## src/rtl/prog_fsm.sv

```systemverilog
// Table-driven Moore FSM: next state and output come from writable tables
// that are loaded while halted and survive reset.
module prog_fsm #(
    parameter int unsigned IN_W        = 2,
    parameter int unsigned ST_W        = 3,
    parameter int unsigned OUT_W       = 3,
    parameter int unsigned NUM_STATES  = 8,
    parameter int unsigned RESET_STATE = 0,
    parameter int unsigned CNT_W       = 16
) (
    input  logic                                       clk,
    input  logic                                       reset,
    input  logic                                       run,
    input  logic [IN_W-1:0]                            a,
    input  logic                                       cfg_valid,
    output logic                                       cfg_ready,
    input  logic                                       cfg_sel,
    input  logic [ST_W+IN_W-1:0]                       cfg_addr,
    input  logic [((ST_W > OUT_W) ? ST_W : OUT_W)-1:0] cfg_data,
    input  logic                                       clr_cnt,
    output logic [ST_W-1:0]                            state_o,
    output logic [OUT_W-1:0]                           saida,
    output logic                                       changed,
    output logic                                       err,
    output logic [CNT_W-1:0]                           trans_cnt
);

    localparam int unsigned     TR_DEPTH  = 1 << (ST_W + IN_W);
    localparam int unsigned     OUT_DEPTH = 1 << ST_W;
    localparam logic [ST_W-1:0] RST_ST    = ST_W'(RESET_STATE);
    localparam logic [CNT_W-1:0] CNT_MAX  = '1;

    logic [ST_W-1:0]  trans_tbl [TR_DEPTH];
    logic [OUT_W-1:0] out_tbl   [OUT_DEPTH];

    logic             cfg_we;
    logic [ST_W-1:0]  nxt_raw;
    logic [ST_W-1:0]  nxt;
    logic             illegal;
    logic [ST_W-1:0]  state_d;
    logic [OUT_W-1:0] saida_d;
    logic             changed_d;
    logic             err_d;
    logic [CNT_W-1:0] cnt_d;

    assign cfg_ready = ~run;
    assign cfg_we    = cfg_valid & ~run & ~reset;

    // Table storage has no reset so a loaded program survives reset.
    always_ff @(posedge clk) begin
        if (cfg_we) begin
            if (!cfg_sel) begin
                trans_tbl[cfg_addr] <= cfg_data[ST_W-1:0];
            end else begin
                out_tbl[cfg_addr[ST_W-1:0]] <= cfg_data[OUT_W-1:0];
            end
        end
    end

    assign nxt_raw = trans_tbl[{state_o, a}];
    assign illegal = 32'(nxt_raw) >= NUM_STATES;
    assign nxt     = illegal ? RST_ST : nxt_raw;

    always_comb begin
        state_d   = state_o;
        saida_d   = saida;
        changed_d = 1'b0;
        err_d     = 1'b0;
        cnt_d     = trans_cnt;
        if (run) begin
            state_d   = nxt;
            saida_d   = out_tbl[nxt];
            changed_d = (nxt != state_o);
            err_d     = illegal;
            if (changed_d && (trans_cnt != CNT_MAX)) begin
                cnt_d = trans_cnt + CNT_W'(1);
            end
        end
        // Clear wins over a same-cycle increment.
        if (clr_cnt) begin
            cnt_d = '0;
        end
    end

    always_ff @(posedge clk) begin
        if (reset) begin
            state_o   <= RST_ST;
            saida     <= '0;
            changed   <= 1'b0;
            err       <= 1'b0;
            trans_cnt <= '0;
        end else begin
            state_o   <= state_d;
            saida     <= saida_d;
            changed   <= changed_d;
            err       <= err_d;
            trans_cnt <= cnt_d;
        end
    end

endmodule

```

## config.mk

```make
export PLATFORM = sky130hd
export DESIGN_NAME = prog_fsm
export DESIGN_NICKNAME = d
export VERILOG_FILES = /design/src/rtl/prog_fsm.sv
export SDC_FILE = /design/constraint.sdc
export NUM_CORES = 1
export LEC_CHECK = 0
export BUFFER_PORTS_ARGS = -buffer_cell sky130_fd_sc_hd__clkbuf_2
export CAP_MARGIN = 10
export CORE_UTILIZATION = 43
export CTS_CLUSTER_SIZE = 24
export DETAILED_ROUTE_END_ITERATION = 12
export PLACE_DENSITY_LB_ADDON = 0.05
export SYNTH_ARGS = -nofsm -noshare
export SYNTH_HDL_FRONTEND = slang
export SYNTH_SLANG_ARGS = --single-unit
```

## constraint.sdc

```tcl
create_clock -name clk -period 10.2 [get_ports clk]
set_clock_uncertainty 0.2 [all_clocks]
set_input_delay 2.04 -clock clk [delete_from_list [all_inputs] [get_ports clk]]
set_output_delay 2.04 -clock clk [all_outputs]
set_load 0.01 [all_outputs]
```

==> reports/metrics.csv <==
stage;metric;value;unit
run_status;status;finished, final reports clean;
final_layout;area.growth.synth_to_final;12.6;%
timing;setup_viol;0;
synth;avgSynthCellArea;14.5;sq um
worst_setup_path;cp-start-kind;input port;
detailed_routing;drtPass1Iterations;4;
synth;synth_common_cells;edfxtp_1, nor2_1, nand2_1, dfxtp_1, mux2i_1;
timing;slew_headroom;0.359;
timing;finalCriticalPeriod;5060;ps
timing;finalSetupTns;0;ps
timing;rsz0062_at_grt;false;
final_layout;n_antenna_cell;0;
cts;root_buffer;clkbuf_16;
final_layout;instances_no_fill;663;
final_layout;seq_area;4060;sq um
cts;ctsLongestPathBuffers;2;
synth;post-synth-top-count-cell;edfxtp_1;
cts;cts_setup_buffers;0;
synth;synth.top_cell.area_share;0.575;
global_route;antenna_found_initial;0;
placement;routabilityCongestion;0.825;
global_route;grt_pass1_wl;20.7;mm
power;p_int;1.04;mW
synth;yosysWarnings;0;
worst_setup_path;critPathArrivalTime;5190;ps
floorplanning;die_h;123;microns
floorplanning;rows;43;
power;ir_drop;0.112;mV
detailed_routing;final_antenna_net_count;0;
detailed_routing;wire_per_inst;19.8;microns
cts;cts_resized;0;
final_layout;nets;487;
floorplanning;design.die.area;15100;sq um
timing;timing.fmax;0.198;GHz
synth;synth_top_area_cell;edfxtp_1;
global_route;use_met1;0.259;
worst_setup_path;crit_chain;clkbuf_2 > mux2i_1 > mux4_2 > a22o_1 > or2_4 > o211a_1 > or4_4 > a211oi_2;
placement;placed_area;6520;sq um
worst_hold_path;hold_path.class;reg2reg;
global_route;grt_max_degree;41;
job;cap_violations;0;
worst_setup_path;path_class;in2reg;
worst_setup_path;slowest_stage;clkbuf_2;
worst_setup_path;cp_data_required_time;10330;ps
worst_setup_path;critPathMaxStageDelay;710;ps
synth;synthCells;434;
power;p_leak;2.61;nW
global_route;grt_pass1_vias;3620;
power;p_sw;293;uW
cts;cts_hold_buffers;0;
floorplanning;start_util;0.447;
synth;syn_area;6270;sq um
synth;ys_ff_latch;143;
global_route;grt_use_met2;0.308;
global_route;busiest_layer;met2;
power;swShare;0.220;
global_route;grtUsageMet3;0.0414;
cts;cts_buffers;17;
detailed_routing;drcViolationCount;0;
detailed_routing;finalWirelength;13.1;mm
power;powerDensity;188;nW/um^2
detailed_routing;via_per_inst;5.43;
cts;clock_latency;420;ps
cts;path_clk_slew;50;ps
synth;async_flop_share;0;
global_route;overflow;0;
power;finalPower;1.33;mW
timing;timing.final.crit_share;0.496;
detailed_routing;dr_total_vias;3600;
cts;cts_tree;done;
placement;dp_cells;631;
worst_setup_path;critical_path.top_delay_family;simple AND/OR/NAND/NOR gates;
timing;drv_slew;0;
worst_setup_path;worstPathMaxFanout;32;
final_layout;multiInputGateArea;1970;sq um
synth;synth_nets;451;
placement;place_hpwl;8.76;mm
placement;io_buffers;39;
floorplanning;io_pins;41;
worst_setup_path;critPathBufInv;1;
final_layout;fillers;1207;
final_layout;drive_above_1_share;0.190;
synth;synth_ff_type;edfxtp_1;
synth;synth_edf_count;120;
cts;cts_sinks;143;
final_layout;fin_area;7070;sq um
floorplanning;core_area;14000;sq um
global_route;grtUsageTotal;0.194;
synth;synth_cell_types;55;
floorplanning;chipWidth;123;microns
power;pwr-share-seq;0.484;
power;clkPwrFrac;0.433;
detailed_routing;drt_iter0_markers;206;
synth;synth-seq-area-share;0.648;
worst_setup_path;endpoint_kind;flip-flop;
cts;cts.htree.levels;4;
timing;tightest_slew;961;ps
timing;hold_viol_final;0;
power;p_comb_frac;0.083;
synth;ys_top_cells_by_area;edfxtp_1, dfxtp_1, mux4_1;
==> layout by cell type, fill, tap and decap left out, types with 5 or more instances in the layout <==
cell | synthesis | final
nor3_1 | 6 | 6
or3_1 | 5 | 5
clkbuf_1 | 5 | 6
a21oi_1 | 13 | 13
o211a_1 | 12 | 12
nand2_1 | 25 | 25
mux2i_1 | 20 | 20
nor2_1 | 62 | 62
o21ai_0 | 17 | 17
mux4_2 | 8 | 8
a31o_2 | 5 | 5
edfxtp_1 | 120 | 120
nand3_1 | 5 | 5
nand2b_1 | 7 | 7
mux4_1 | 14 | 14
clkbuf_2 | 0 | 39
clkbuf_16 | 0 | 17
inv_1 | 15 | 15
dfxtp_1 | 23 | 23
==> sequential cells by signal, summed over array words and instances, names as in the netlist <==
signal / count
out_tbl: 24
changed: 1
trans_cnt: 16
trans_tbl: 96
saida: 3
state_o: 3
==> path summary, 6_finish.rpt <==
path / from / end / slack, ps / cells past startpoint
setup reg to reg: state_o[0] / saida[1] / 6840 / 6
setup / recovery: a[1] / saida[1] / 5140 / 8
hold / removal: trans_cnt[13] / trans_cnt[13] / 310 / 2
hold reg to reg: trans_cnt[13] / trans_cnt[13] / 310 / 2
==> metal layers <==
metal	wire length [microns]	up-vias
li1	-	1736
met1	6000	1766
met2	6420	84
met3	479	14
met4	192	0
met5	0	-
==> stage by stage <==
step | utilization | hold slack [ps] | worst slack, ps
floorplan | - | 310 | 5270
global placement | 0.464 | 290 | 4780
detailed placement | 0.464 | 299 | 4730
CTS | 0.503 | 309 | 5160
global route | 0.503 | 339 | 5010
finish | 0.503 | 311 | 5140
==> cell type report <==
type	instances	share of cell area
tap	180	0.0319
inverter	16	0.00850
clock buffer	26	0.0692
clock inverter	6	0.00832
timing repair buffer	40	0.0287
multi-input combinational	252	0.278
sequential	143	0.575
==> cells by family (layout without fill, tap and decap cells) <==
group                      count (synthesis)  count (layout)  synth area share
xor gates and xnor gates                   2               2           0.00279
DFF                                      143             143             0.648
and+or+nand+nor                          133             133             0.100
muxes                                     44              44             0.123
AOI/OAI and AO/OA                         71              71            0.0848
buffers and inverters                     39              88            0.0387
adders and majority gates                  1               1           0.00199
other                                      1               1          0.000598
==> power by group through the flow <==
stage               clock network, mW  registers (mW)  logic (mW)
floorplan                           0           0.655      0.0848
global placement                    0           0.657       0.109
detailed placement                  0           0.657       0.110
CTS                             0.588           0.645       0.111
global route                    0.610           0.646       0.121
finish                          0.576           0.645       0.110
==> worst register-to-register path: cells and delay by family, from the launching register on <==
family | cells | cell delay, ps
DFF | 1 | 770
muxes | 1 | 700
AOI/OAI and AO/OA | 3 | 760
and+or+nand+nor | 2 | 850
Power figures use the tool's default switching activity.
